<file path="src/rtl/load_store_unit.sv">
// load_store_unit
//   Memory stage that sits directly behind the ALU. A request carries the
//   effective address, the store data (rs2), funct3 and rd. The unit issues
//   one byte/half/word access on a req/ack data bus. It then returns one
//   single-cycle response to writeback. For loads the response holds the
//   aligned, extended data; for stores it is a completion. Misaligned
//   accesses and illegal funct3 are reported without any bus activity.
//   A bus that never acknowledges is reported as a timeout error.
//
// Ports
//   clk, reset_n            clock, synchronous active-low reset
//   req_valid/req_ready     request handshake (ready only in IDLE)
//   req_we, req_funct3      store/load select and RV32I width/sign code
//   req_addr, req_wdata     effective address and store data
//   req_rd                  destination register, passed through
//   resp_valid              one-cycle completion pulse
//   resp_rdata/rd/wb/err    response payload
//   busy                    unit is not idle
//   mem_req/we/addr/be/wdata  data bus request, held stable until mem_ack
//   mem_ack, mem_rdata      bus completion and read word (same cycle)
//
// Every output is either a register or a decode of the state register.
// No req_* input and no mem_ack has a combinational path to an output.
module load_store_unit #(
  parameter int unsigned MEM_TIMEOUT = 255
) (
  input  logic        clk,
  input  logic        reset_n,
  input  logic        req_valid,
  output logic        req_ready,
  input  logic        req_we,
  input  logic [2:0]  req_funct3,
  input  logic [31:0] req_addr,
  input  logic [31:0] req_wdata,
  input  logic [4:0]  req_rd,
  output logic        resp_valid,
  output logic [31:0] resp_rdata,
  output logic [4:0]  resp_rd,
  output logic        resp_wb,
  output logic        resp_err,
  output logic        busy,
  output logic        mem_req,
  output logic        mem_we,
  output logic [31:0] mem_addr,
  output logic [3:0]  mem_be,
  output logic [31:0] mem_wdata,
  input  logic        mem_ack,
  input  logic [31:0] mem_rdata
);

  typedef enum logic [1:0] {
    S_IDLE   = 2'd0,
    S_ACCESS = 2'd1,
    S_RESP   = 2'd2
  } state_t;

  state_t      state_r, state_d;
  logic [9:0]  cnt_r, cnt_d;
  logic        op_we_r, op_we_d;
  logic [2:0]  op_funct3_r, op_funct3_d;
  logic [1:0]  op_off_r, op_off_d;
  logic [4:0]  op_rd_r, op_rd_d;

  logic        mem_req_d, mem_we_d;
  logic [31:0] mem_addr_d, mem_wdata_d;
  logic [3:0]  mem_be_d;
  logic        resp_valid_d, resp_wb_d, resp_err_d;
  logic [31:0] resp_rdata_d;
  logic [4:0]  resp_rd_d;

  // funct3 legality: stores only allow byte/half/word, loads add the unsigned forms
  function automatic logic is_legal(input logic we, input logic [2:0] f3);
    logic ok;
    case (f3)
      3'b000, 3'b001, 3'b010: ok = 1'b1;
      3'b100, 3'b101:         ok = ~we;
      default:                ok = 1'b0;
    endcase
    return ok;
  endfunction

  // natural alignment check from the width bits of funct3
  function automatic logic is_aligned(input logic [1:0] size, input logic [1:0] off);
    logic ok;
    case (size)
      2'b01:   ok = ~off[0];
      2'b10:   ok = (off == 2'b00);
      default: ok = 1'b1;
    endcase
    return ok;
  endfunction

  // byte enables for the addressed lane(s)
  function automatic logic [3:0] lane_be(input logic [1:0] size, input logic [1:0] off);
    logic [3:0] be;
    case (size)
      2'b00:   be = 4'b0001 << off;
      2'b01:   be = off[1] ? 4'b1100 : 4'b0011;
      2'b10:   be = 4'b1111;
      default: be = 4'b0000;
    endcase
    return be;
  endfunction

  // store data replicated onto every lane so the byte enables pick it out
  function automatic logic [31:0] store_data(input logic [1:0] size, input logic [31:0] d);
    logic [31:0] w;
    case (size)
      2'b00:   w = {4{d[7:0]}};
      2'b01:   w = {2{d[15:0]}};
      2'b10:   w = d;
      default: w = 32'd0;
    endcase
    return w;
  endfunction

  // lane select plus sign/zero extension of the returned bus word
  function automatic logic [31:0] load_extract(input logic [2:0] f3, input logic [1:0] off,
                                               input logic [31:0] word);
    logic [7:0]  b;
    logic [15:0] h;
    logic [31:0] r;
    case (off)
      2'd0:    b = word[7:0];
      2'd1:    b = word[15:8];
      2'd2:    b = word[23:16];
      default: b = word[31:24];
    endcase
    h = off[1] ? word[31:16] : word[15:0];
    case (f3)
      3'b000:  r = {{24{b[7]}}, b};
      3'b001:  r = {{16{h[15]}}, h};
      3'b010:  r = word;
      3'b100:  r = {24'd0, b};
      3'b101:  r = {16'd0, h};
      default: r = 32'd0;
    endcase
    return r;
  endfunction

  // status outputs are pure state decodes
  assign req_ready = (state_r == S_IDLE);
  assign busy      = (state_r != S_IDLE);

  // next-state and next-output logic
  always_comb begin
    state_d      = state_r;
    cnt_d        = cnt_r;
    op_we_d      = op_we_r;
    op_funct3_d  = op_funct3_r;
    op_off_d     = op_off_r;
    op_rd_d      = op_rd_r;
    mem_req_d    = mem_req;
    mem_we_d     = mem_we;
    mem_addr_d   = mem_addr;
    mem_be_d     = mem_be;
    mem_wdata_d  = mem_wdata;
    // response fields are nonzero only in the single RESP cycle
    resp_valid_d = 1'b0;
    resp_wb_d    = 1'b0;
    resp_err_d   = 1'b0;
    resp_rdata_d = 32'd0;
    resp_rd_d    = 5'd0;

    case (state_r)
      S_IDLE: begin
        if (req_valid) begin
          op_we_d     = req_we;
          op_funct3_d = req_funct3;
          op_off_d    = req_addr[1:0];
          op_rd_d     = req_rd;
          if (is_legal(req_we, req_funct3) && is_aligned(req_funct3[1:0], req_addr[1:0])) begin
            state_d     = S_ACCESS;
            cnt_d       = 10'd0;
            mem_req_d   = 1'b1;
            mem_we_d    = req_we;
            mem_addr_d  = {req_addr[31:2], 2'b00};
            mem_be_d    = lane_be(req_funct3[1:0], req_addr[1:0]);
            mem_wdata_d = req_we ? store_data(req_funct3[1:0], req_wdata) : 32'd0;
          end else begin
            // rejected at accept time: straight to RESP, bus untouched
            state_d      = S_RESP;
            resp_valid_d = 1'b1;
            resp_err_d   = 1'b1;
            resp_rd_d    = req_rd;
          end
        end else begin
          state_d = S_IDLE;
        end
      end

      S_ACCESS: begin
        if (mem_ack) begin
          // ack takes priority over a timeout in the same cycle
          state_d      = S_RESP;
          mem_req_d    = 1'b0;
          mem_we_d     = 1'b0;
          mem_addr_d   = 32'd0;
          mem_be_d     = 4'd0;
          mem_wdata_d  = 32'd0;
          resp_valid_d = 1'b1;
          if (op_we_r) begin
            resp_wb_d    = 1'b0;
            resp_rdata_d = 32'd0;
            resp_rd_d    = 5'd0;
          end else begin
            resp_wb_d    = 1'b1;
            resp_rdata_d = load_extract(op_funct3_r, op_off_r, mem_rdata);
            resp_rd_d    = op_rd_r;
          end
        end else if (({1'b0, cnt_r} + 11'd1) == 11'(MEM_TIMEOUT)) begin
          // this was the last allowed ACCESS cycle: mem_req was high MEM_TIMEOUT cycles
          state_d      = S_RESP;
          mem_req_d    = 1'b0;
          mem_we_d     = 1'b0;
          mem_addr_d   = 32'd0;
          mem_be_d     = 4'd0;
          mem_wdata_d  = 32'd0;
          resp_valid_d = 1'b1;
          resp_err_d   = 1'b1;
          resp_rd_d    = op_rd_r;
        end else begin
          cnt_d = cnt_r + 10'd1;
        end
      end

      S_RESP: begin
        state_d = S_IDLE;
      end

      default: begin
        state_d     = S_IDLE;
        mem_req_d   = 1'b0;
        mem_we_d    = 1'b0;
        mem_addr_d  = 32'd0;
        mem_be_d    = 4'd0;
        mem_wdata_d = 32'd0;
      end
    endcase
  end

  // state, captured request and registered outputs
  always_ff @(posedge clk) begin
    if (!reset_n) begin
      state_r     <= S_IDLE;
      cnt_r       <= 10'd0;
      op_we_r     <= 1'b0;
      op_funct3_r <= 3'd0;
      op_off_r    <= 2'd0;
      op_rd_r     <= 5'd0;
      mem_req     <= 1'b0;
      mem_we      <= 1'b0;
      mem_addr    <= 32'd0;
      mem_be      <= 4'd0;
      mem_wdata   <= 32'd0;
      resp_valid  <= 1'b0;
      resp_wb     <= 1'b0;
      resp_err    <= 1'b0;
      resp_rdata  <= 32'd0;
      resp_rd     <= 5'd0;
    end else begin
      state_r     <= state_d;
      cnt_r       <= cnt_d;
      op_we_r     <= op_we_d;
      op_funct3_r <= op_funct3_d;
      op_off_r    <= op_off_d;
      op_rd_r     <= op_rd_d;
      mem_req     <= mem_req_d;
      mem_we      <= mem_we_d;
      mem_addr    <= mem_addr_d;
      mem_be      <= mem_be_d;
      mem_wdata   <= mem_wdata_d;
      resp_valid  <= resp_valid_d;
      resp_wb     <= resp_wb_d;
      resp_err    <= resp_err_d;
      resp_rdata  <= resp_rdata_d;
      resp_rd     <= resp_rd_d;
    end
  end

endmodule

</file>
<file path="config.mk">
export PLATFORM = sky130hd
export DESIGN_NAME = load_store_unit
export DESIGN_NICKNAME = d
export VERILOG_FILES = /design/src/rtl/load_store_unit.sv
export SDC_FILE = /design/constraint.sdc
export NUM_CORES = 1
export LEC_CHECK = 0
export ABC_AREA = 1
export CAP_MARGIN = 40
export CORE_ASPECT_RATIO = 0.8
export CORE_UTILIZATION = 42
export CTS_CLUSTER_SIZE = 20
export DETAILED_ROUTE_END_ITERATION = 6
export PLACE_DENSITY = 0.78
export SLEW_MARGIN = 20
export SYNTH_ARGS = -nofsm -noshare
export SYNTH_HDL_FRONTEND = slang
export SYNTH_SLANG_ARGS = --single-unit
</file>
<file path="constraint.sdc">
create_clock -name clk -period 2.1 [get_ports clk]
set_input_delay 0.42 -clock clk [delete_from_list [all_inputs] [get_ports clk]]
set_output_delay 0.42 -clock clk [all_outputs]
set_load 0.01 [all_outputs]
</file>
==> impl_results.md, run 1 <==
- Status: complete, no violations
- Antenna Cells: 0
- Worst path buffer plus inverter count: 2
- DR vias: 7394
- Period utilization: 95.7%
- Hold Path Class: in2reg
- Clock power frac: 37.7%
- Sw power: 2230 µW
- DIE WIDTH: 141 µm
- CP startpoint kind: flop
- Post-Route Skew: 8.58 ps
- Final worst path period need: 2010 ps
- Total die area: 16000 µm²
- Seq cells post-synth: 131
- Top cells by area, synth: dfxtp_1 (40%), nand2_1 (18%), a21oi_1 (8.7%)
- Synth unique cells: 39
- Vias in the first global route: 6488
- Critical path, cell by cell: nor2_4 > inv_2 > clkdlybuf4s50_1
- Final-stage net count: 1327
- DIE HEIGHT: 113 µm
- Clock Tree Buf Depth: 2
- CTS tree: built
- Initial drt markers: 623
- Max Slew Vio Count: 0
- Setup crit end kind: output pin
- # IOs: 221
- Max-cap violation count: 0
- Largest net degree at the start of global routing: 84
- Final Hold Vio Count: 0
- Worst Hold Path Cells: 3
- Synth warnings: 0
- Worst-path clk slew: 60 ps
- Combinational Power Share: 24.7%
- Starting Density: 43.2%
- Post-Syn Area: 6510 µm²
- Skew-Pair Late Insertion Delay: 420 ps
- All-Layer GR Usage: 25.9%
- Hold Slack: 371 ps
- Leak: 0.00417 µW
- Setup ws final: 90.6 ps
- Pwr Total: 7430 µW
- RSZ-0062 raised after global routing: true
- GRT overflow: 0
- Register Area: 2630 µm²
- # rows: 40
- Worst path slowest cell: clkdlybuf4s50_1
- WHS Endpoint: op_funct3_r[1]
- Post-CTS setup buffer count: 0
- IO buf count: 218
- FF-to-FF setup slack: 130 ps
- Post-DP Area: 9020 µm²
- First-pass GRT wire length: 32.5 mm
- Initial antenna violation count: 0
- First-pass iteration count of the detailed router: 5
- Origin of the critical flop-to-flop path: cnt_r[1]
- PwrDens: 759 nW/µm²
- Multi-input gate area: 3350 µm²
- Area of the core: 15100 µm²
- CTS root buffer: clkbuf_16
- Register area share after synthesis: 40.3%
- Setup violators final: 0
- Critical path type: reg2out
- HPWL Detailed: 14.8 mm
- Area Growth Syn to Fin: 50.5%
- CTS Buf Count: 17
- Slew @ Worst Pin: 635 ps
- Max frequency: 0.498 GHz
- Filler cell count: 1310
- DRC viols: 0
- DRT antenna net count: 0
- Layout Cell Area excl Fill: 9790 µm²
- Max VDD drop: 479 µV
- Net Sw Frac: 30.1%
- RR Endpoint: cnt_r[9]
- Gp weighted congestion: 0.904
- CP required: 1680 ps
- Flop pwr share: 37.6%
- Final wirelength: 21.6 mm
- Top cell type's share of synthesized area: 40.3%
- Delay-heaviest family, CP: buffers and inverters
- R2R cell count: 15
- Critical Path Max Stage Delay: 580 ps
- # clock sinks: 131
- Worst Path Arrival: 1590 ps
- Layout cells sized above 1: 9.55%
- Synthesized area per cell: 6.57 µm²
- H-tree levels: 4
- Worst-path fanout max: 5
- Placement Setup Slack: -409 ps
- Post-synth top area cell: dfxtp_1
- Routed vias/inst: 5.15
- Slew margin rel.: 57.5%
- Pint: 5200 µW
- Drt wl/cell: 15.0 µm
- Min-Delay Startpoint: req_funct3[1]
- Cells after Synth: 991
through the flow:
| step | std cells | utilization (%) | setup TNS [ps] |
|---|---|---|---|
| final | 1435 | 65.0 | 0 |
| after global placement | 1399 | 59.9 | -19640 |
| after CTS | 1431 | 63.6 | 0 |
| after detailed placement | 1399 | 59.9 | -27610 |
| after floorplan | 992 | - | 0 |
| after global routing | 1435 | 65.0 | -20.1 |
cell families after synthesis:
logic type	share of synthesized area [%]
simple gates	34.9
compound gates	13.8
buf+inv	9.63
flops	40.3
fa+ha+maj	1.15
xor+xnor	0.135
other cells	0.0576
cells in the mapped netlist, drive strengths merged:
master,instances
a221oi,2
o21ai,31
nor2,145
o21a,1
a31oi,7
o211ai,1
ha,6
conb,1
a22o,2
nor3,2
or3,2
inv,69
nand3,86
buf,36
nand2,307
dfxtp,131
nand4,7
clkbuf,28
nand3b,3
xnor2,1
o22ai,1
clkinv,1
a211oi,2
a41oi,1
a32oi,1
o311ai,1
o221a,3
a21oi,113
cell type report:
| type | instances | area share [%] |
|---|---|---|
| clock buffers | 17 | 4.35 |
| clock inverters | 15 | 1.34 |
| inverters | 70 | 2.68 |
| multi-input cells | 727 | 34.3 |
| flip-flops and latches | 131 | 26.8 |
| well taps | 210 | 2.68 |
| repair buffers | 265 | 27.9 |
registers in the layout, indices dropped and copies added (netlist names):
signal,flops
cnt_r,10
mem_addr,30
mem_be,4
mem_req,1
mem_wdata,32
mem_we,1
op_funct3_r,3
op_off_r,2
op_rd_r,5
op_we_r,1
resp_err,1
resp_rd,5
resp_rdata,32
resp_valid,1
resp_wb,1
state_r,2
worst reg2reg max path: cells and delay by family (launching register included):
family / cells / cell delay, ps
buf+inv: 2 / 280
fa+ha+maj: 1 / 150
flops: 1 / 350
simple gates: 12 / 1080
how the worst max path moves through the flow:
stage,start,endpoint,slack [ps],depth (start not counted)
after global placement,req_funct3[0],mem_req,-300,10
after global routing,cnt_r[1],mem_wdata[26],-9,14
after detailed placement,req_funct3[1],mem_wdata[1],-410,13
after CTS,req_funct3[1],mem_wdata[1],10,13
after floorplan,req_funct3[0],mem_addr[11],110,13
final,state_r[0],busy,90,3
layer usage:
metal / global-route usage, % / share of wire (%)
met2: 39.6 / 44
met5: 0 / 0
met3: 7.07 / 9.9
met1: 34.5 / 44
met4: 10.1 / 2.3
timing repair:
| item | 4_1_cts | 5_1_grt |
|---|---|---|
| endpoints found under the setup margin | 1 | 80 |
| gates cloned | 0 | 4 |
| pin swaps | 0 | 7 |
| resized for setup | 1 | 27 |
| hold buffers | 0 | 0 |
power by group through the flow:
stage	logic, µW	clock network [µW]	registers (µW)
floorplan	840	0	2890
global placement	1710	0	2840
detailed placement	1730	0	2840
CTS	1750	2850	2790
global route	2000	2980	2810
finish	1840	2800	2790
cell usage in the layout (no fill, tap or decap), drive strengths merged, types with 2 or more instances in the layout:
cell type      netlist  final
a22o                 2      2
nand3b               3      3
clkinv               1      9
ha                   6      6
o221a                3      3
clkbuf              28     21
nand2              307    307
clkinvlp             0      2
conb                 1      2
or3                  2      2
nand3               86     86
nor2               145    145
clkdlybuf4s50        0    215
a211oi               2      2
o21ai               31     31
buf                 36     44
a21oi              113    113
dlymetal6s2s         0      2
nor3                 2      2
nand4                7      7
a221oi               2      2
dfxtp              131    131
inv                 69     73
a31oi                7      7
Power figures use the tool's default switching activity.
==> run 2: changes to the inputs <==
==> constraint.sdc (replaced) <==
create_clock -name clk -period 2.1 [get_ports clk]
set_input_delay 0.42 -clock clk [delete_from_list [all_inputs] [get_ports clk]]
set_output_delay 0.42 -clock clk [all_outputs]
set_load 0.005 [all_outputs]
==> run 2 against run 1 <==
Net effect:
- critical path depth is the same
- utilization is essentially flat
- combinational power shrank 4%
- final cell count is the same
- largest cell class unchanged
- via count is essentially flat
- global-route usage is the same
==> impl_results.md, run 2 (synthesis gave the netlist of run 1 again) <==
- DRC viols: 0 (unchanged)
- Critical Path Source: state_r[1]
- DIE HEIGHT: 113 µm (unchanged)
- Clock Tree Buf Depth: 2 (unchanged)
- CP startpoint kind: flop
- Final-stage net count: 1327 (unchanged)
- Gp weighted congestion: 0.904 (unchanged)
- Skew-Pair Late Insertion Delay: 420 ps (about the same)
- RSZ-0062 raised after global routing: true
- Setup violators final: 0 (unchanged)
- Setup crit end kind: output pin
- GRT overflow: 0 (unchanged)
- CTS root buffer: clkbuf_16
- # rows: 40 (unchanged)
- Largest net degree at the start of global routing: 84 (unchanged)
- Area of the core: 15100 µm² (unchanged)
- Max frequency: 0.494 GHz (-0.79%)
- DIE WIDTH: 141 µm (unchanged)
- Critical path type: reg2out
- H-tree levels: 4 (unchanged)
- First-pass GRT wire length: 32.5 mm (unchanged)
- Final wirelength: 21.6 mm (about the same)
- Largest regs: mem_wdata (32), resp_rdata (32), mem_addr (30)
- Post-Route Skew: 8.63 ps (+0.0452 ps)
- DRT antenna net count: 0 (unchanged)
- Area Growth Syn to Fin: 50.4% (about the same)
- # IOs: 221 (unchanged)
- Initial antenna violation count: 0 (unchanged)
- Final worst path period need: 2030 ps (+16.0 ps)
- CTS Buf Count: 17 (unchanged)
- Vias in the first global route: 6488 (unchanged)
- Layout cells sized above 1: 9.47% (-0.082 points)
- Filler cell count: 1310 (unchanged)
- All-Layer GR Usage: 25.9% (unchanged)
- Initial drt markers: 623 (unchanged)
- Max VDD drop: 482 µV (+0.69%)
- Origin of the critical flop-to-flop path: cnt_r[1]
- Commonest non-fill, non-tap cell in the layout: nand2_1
- Starting Density: 43.2% (unchanged)
- Antenna Cells: 0 (unchanged)
- CP required: 1680 ps (about the same)
- Routed vias/inst: 5.15 (about the same)
- Layout Cell Area excl Fill: 9790 µm² (about the same)
- Min-Delay Startpoint: req_funct3[1]
- Period utilization: 96.4% (+0.76 points)
- # clock sinks: 131 (unchanged)
- Worst Path Arrival: 1610 ps (+20 ps)
- Leak: 0.00417 µW (about the same)
- PwrDens: 753 nW/µm² (-0.80%)
- Slew margin rel.: 57.8% (+0.26 points)
- Cts-stage hold buffer count: 0 (unchanged)
- IO buf count: 218 (unchanged)
- Hold Path Class: in2reg
- Final setup TNS: 0 ps (unchanged)
- Post-DP Area: 9020 µm² (unchanged)
- First-pass iteration count of the detailed router: 5 (unchanged)
- HPWL Detailed: 14.8 mm (unchanged)
- Post-CTS setup buffer count: 0 (unchanged)
- Total die area: 16000 µm² (unchanged)
- Max-cap violation count: 0 (unchanged)
- Most frequent cells in the layout: nand2_1 (300), clkdlybuf4s50_1 (215), nor2_1 (137)
- Worst-path fanout max: 5 (unchanged)
- Status: complete, no violations
- Max Slew Vio Count: 0 (unchanged)
- Slew @ Worst Pin: 631 ps (-3.88 ps)
- Drt wl/cell: 15.0 µm (about the same)
- Worst-path clk slew: 60 ps (about the same)
- DR vias: 7389 (-0.068%)
- CTS tree: built
- Final Hold Vio Count: 0 (unchanged)
## run 2: path summary, 6_finish.rpt
| check | endpoint | slack, ps | depth (start not counted) |
|---|---|---|---|
| min | op_funct3_r[1] | 370 | 3 |
| max reg2reg | cnt_r[9] | 130 | 15 |
| min reg2reg | op_rd_r[4] | 460 | 2 |
| max | busy | 70 | 3 |
## run 2: timing repair
item / CTS / global route
endpoints found under the setup margin: 1 / 79
gates resized for setup: 1 / 26
pin swaps: 0 / 7
cloned: 0 / 4
## run 2: where the power goes
group | leakage (µW) | total, µW | internal, µW | switching [µW]
combinational | 0.00282 | 1770 | 890 | 884
clock | 0.000274 | 2810 | 1630 | 1180
sequential | 0.00107 | 2790 | 2670 | 117
total | 0.00417 | 7370 | 5200 | 2180
## run 2: metal layers
metal	track usage, %	share of wire, %
met1	34.5	44
met2	39.6	44
met5	0	0
met3	7.07	10
met4	10.1	2.2
## run 2: through the flow
step / power [µW] / setup WS [ps] / hold WS [ps] / utilization [%] / cells
2_1_floorplan: 3670 / 106 / 430 / - / 992
3_3_place_gp: 4480 / -299 / 439 / 59.9 / 1399
3_5_place_dp: 4510 / -409 / 448 / 59.9 / 1399
4_1_cts: 7320 / 11.9 / 419 / 63.6 / 1431
5_1_grt: 7730 / -8.78 / 386 / 65.0 / 1435
6_report: 7370 / 74.6 / 370 / 65.0 / 1435
## run 2: worst max-delay path, stage by stage, from the launching register on
cell	delay (ps)
dfxtp_1	410
nor2_4	90
inv_2	140
clkdlybuf4s50_1	540
## run 2: cell type report
| class | count | area [µm²] | area share [%] |
|---|---|---|---|
| flip-flops and latches | 131 | 2630 | 26.8 |
| inverters | 70 | 263 | 2.68 |
| repair buffers | 265 | 2730 | 27.9 |
| clock inverters | 15 | 131 | 1.34 |
| well taps | 210 | 263 | 2.68 |
| multi-input cells | 727 | 3350 | 34.3 |
| clock buffers | 17 | 425 | 4.35 |
==> run 3: changes to the inputs <==
--- a/config.mk
+++ b/config.mk
@@ -7,7 +7,6 @@
 export LEC_CHECK = 0
 export ABC_AREA = 1
 export CAP_MARGIN = 40
-export CORE_ASPECT_RATIO = 0.8
 export CORE_UTILIZATION = 42
 export CTS_CLUSTER_SIZE = 20
 export DETAILED_ROUTE_END_ITERATION = 6
==> run 3 against run 2 <==
Net effect:
- clock power is essentially flat
- non-clock buffer count increased by 9
- sequential power hardly changed
- design area increased by 0.51%
- global-route usage shrank 0.85 points
- sequential cell count did not move
- utilization hardly changed
- first-iteration DRC count shrank 15%
- final cell count shrank 1.1%
- clock skew down 0.90 ps
- fmax down 0.18%
- critical path type is now reg2reg
- critical endpoint is now mem_addr[23]
- largest power group unchanged
==> impl_results.md, run 3 (synthesis gave the netlist of run 1 again) <==
- Setup ws final: 71.0 ps (-3.58 ps)
- Routed vias/inst: 5.15 (about the same)
- Hold Path Class: in2reg
- Critical path, cell by cell: ha_4 > nand2_4 > nor2_4 > nand2_1 > nand2_1 > nand2_2 > inv_2 > nand2_2 > nor2_4 > nand3_4 > nand2_8 > nand2_8 > buf_12 > nand2_1 > nand2_1 > nor2_2
- First-pass iteration count of the detailed router: 5 (unchanged)
- R2R cell count: 16 (+1)
- Max Slew Vio Count: 0 (unchanged)
- DRC viols: 0 (unchanged)
- Most numerous cell on the critical path: nand2_1
- Max frequency: 0.493 GHz (-0.18%)
- Worst-path fanout max: 7 (+2)
- GRT overflow: 0 (unchanged)
- FF-to-FF setup slack: 70 ps (-60 ps)
- Filler cell count: 1291 (-1.5%)
- Most frequent cells in the layout: nand2_1 (298), clkdlybuf4s50_1 (215), nor2_1 (137)
- Vias in the first global route: 6487 (-0.015%)
- Setup violators final: 0 (unchanged)
- DIE HEIGHT: 126 µm (+12%)
- Antenna Cells: 0 (unchanged)
- DR vias: 7313 (-1.0%)
- Starting Density: 43.0% (-0.23 points)
- # rows: 45 (+13%)
- CTS root buffer: clkbuf_16
- Initial antenna violation count: 0 (unchanged)
- Placement Setup Slack: -355 ps (+53.3 ps)
- Skew-Pair Late Insertion Delay: 420 ps (about the same)
- Initial drt markers: 530 (-15%)
- Final worst path period need: 2030 ps (+3.58 ps)
- Commonest non-fill, non-tap cell in the layout: nand2_1
- H-tree levels: 4 (unchanged)
- Final setup TNS: 0 ps (unchanged)
- Worst Path Arrival: 2380 ps (+770 ps)
- Period utilization: 96.6% (+0.17 points)
- Critical path type: reg2reg
- CP startpoint kind: flop
- Status: complete, no violations
- Area of the core: 15100 µm² (+0.54%)
- Gp weighted congestion: 0.879 (-2.8%)
- IO buf count: 218 (unchanged)
- Leak: 0.00424 µW (+1.6%)
- Total die area: 16000 µm² (about the same)
- WHS Endpoint: resp_wb
- # clock sinks: 131 (unchanged)
- Post-Route Skew: 7.73 ps (-0.898 ps)
- CP required: 2450 ps (+770 ps)
- Largest regs: mem_wdata (32), resp_rdata (32), mem_addr (30)
- Largest net degree at the start of global routing: 58 (-31%)
- Critical Path Max Stage Delay: 350 ps (-190 ps)
- Origin of the critical flop-to-flop path: cnt_r[1]
- Final-stage net count: 1336 (+0.68%)
- CTS tree: built
- Setup crit end kind: flop
- All-Layer GR Usage: 25.0% (-0.85 points)
- Drt wl/cell: 15.1 µm (+0.24%)
- Cts-stage hold buffer count: 0 (unchanged)
- Worst Hold Path Cells: 4 (+1)
- PwrDens: 752 nW/µm² (-0.12%)
- # IOs: 221 (unchanged)
- DIE WIDTH: 126 µm (-10%)
- Max-cap violation count: 0 (unchanged)
- Worst path slowest cell: dfxtp_2
- RR Endpoint: mem_addr[23]
- DRT antenna net count: 0 (unchanged)
- Worst-path clk slew: 50 ps (about the same)
- Min-Delay Startpoint: reset_n
- Layout cells sized above 1: 9.91% (+0.44 points)
- Slew @ Worst Pin: 627 ps (-3.43 ps)
- First-pass GRT wire length: 31.8 mm (-2.2%)
- HPWL Detailed: 14.4 mm (-2.5%)
- CTS Buf Count: 17 (unchanged)
- Area Growth Syn to Fin: 51.2%
- Slew margin rel.: 58.0% (+0.23 points)
- Clock Tree Buf Depth: 2 (unchanged)
- Final wirelength: 21.4 mm (-0.88%)
- Max VDD drop: 608 µV (+26%)
- Final Hold Vio Count: 0 (unchanged)
[run 3: worst max-delay path by stage]
stage / startpoint / end / cells after the start
after floorplan: req_funct3[0] / mem_addr[11] / 13
after global placement: req_funct3[0] / mem_wdata[1] / 13
after detailed placement: req_funct3[0] / mem_addr[23] / 14
after CTS: cnt_r[0] / mem_addr[23] / 15
after global routing: cnt_r[1] / mem_addr[23] / 16
final: cnt_r[1] / mem_addr[23] / 16
[run 3: through the flow]
stage	total power [µW]	cells	hold WS, ps	utilization [%]	cell area (µm²)
after floorplan	3670	992	430	-	6510
after global placement	4490	1380	441	59.4	9000
after detailed placement	4510	1380	449	59.4	9000
after CTS	7350	1409	433	63.2	9570
after global routing	7760	1419	455	65.0	9840
final	7400	1419	449	65.0	9840
[run 3: per-layer routing]
layer / track usage (%) / wire [µm] / vias to the layer above
met4: 12.5 / 667 / 0
li1: - / - / 3637
met1: 30.6 / 8860 / 3266
met2: 41.6 / 10100 / 366
met5: 0 / 0 / -
met3: 5.36 / 1730 / 44
[run 3: layout make-up]
cell class | instances | area (µm²) | share of cell area [%]
clock buffers | 25 | 515 | 5.24
clock inverters | 4 | 47.5 | 0.483
inverters | 70 | 263 | 2.67
multi-input cells | 727 | 3340 | 34.0
flip-flops and latches | 131 | 2630 | 26.7
well taps | 188 | 235 | 2.39
repair buffers | 274 | 2810 | 28.5
[run 3: critical path: cells and delay by family (launching register included)]
| family | cells | cell delay [ps] |
|---|---|---|
| buf+inv | 2 | 210 |
| fa+ha+maj | 1 | 160 |
| simple gates | 13 | 1250 |
| flops | 1 | 350 |
[run 3: power by group]
group          leakage [µW]  internal [µW]  switching [µW]
clock network      0.000277           1790            1030
logic               0.00289            903             877
registers           0.00107           2680             119
[run 3: what timing repair did]
item                                    in CTS  in global routing
gates resized for setup                      0                 28
endpoints found under the hold margin        0                  0
endpoints found under the setup margin       0                 85
setup buffers                                0                  4
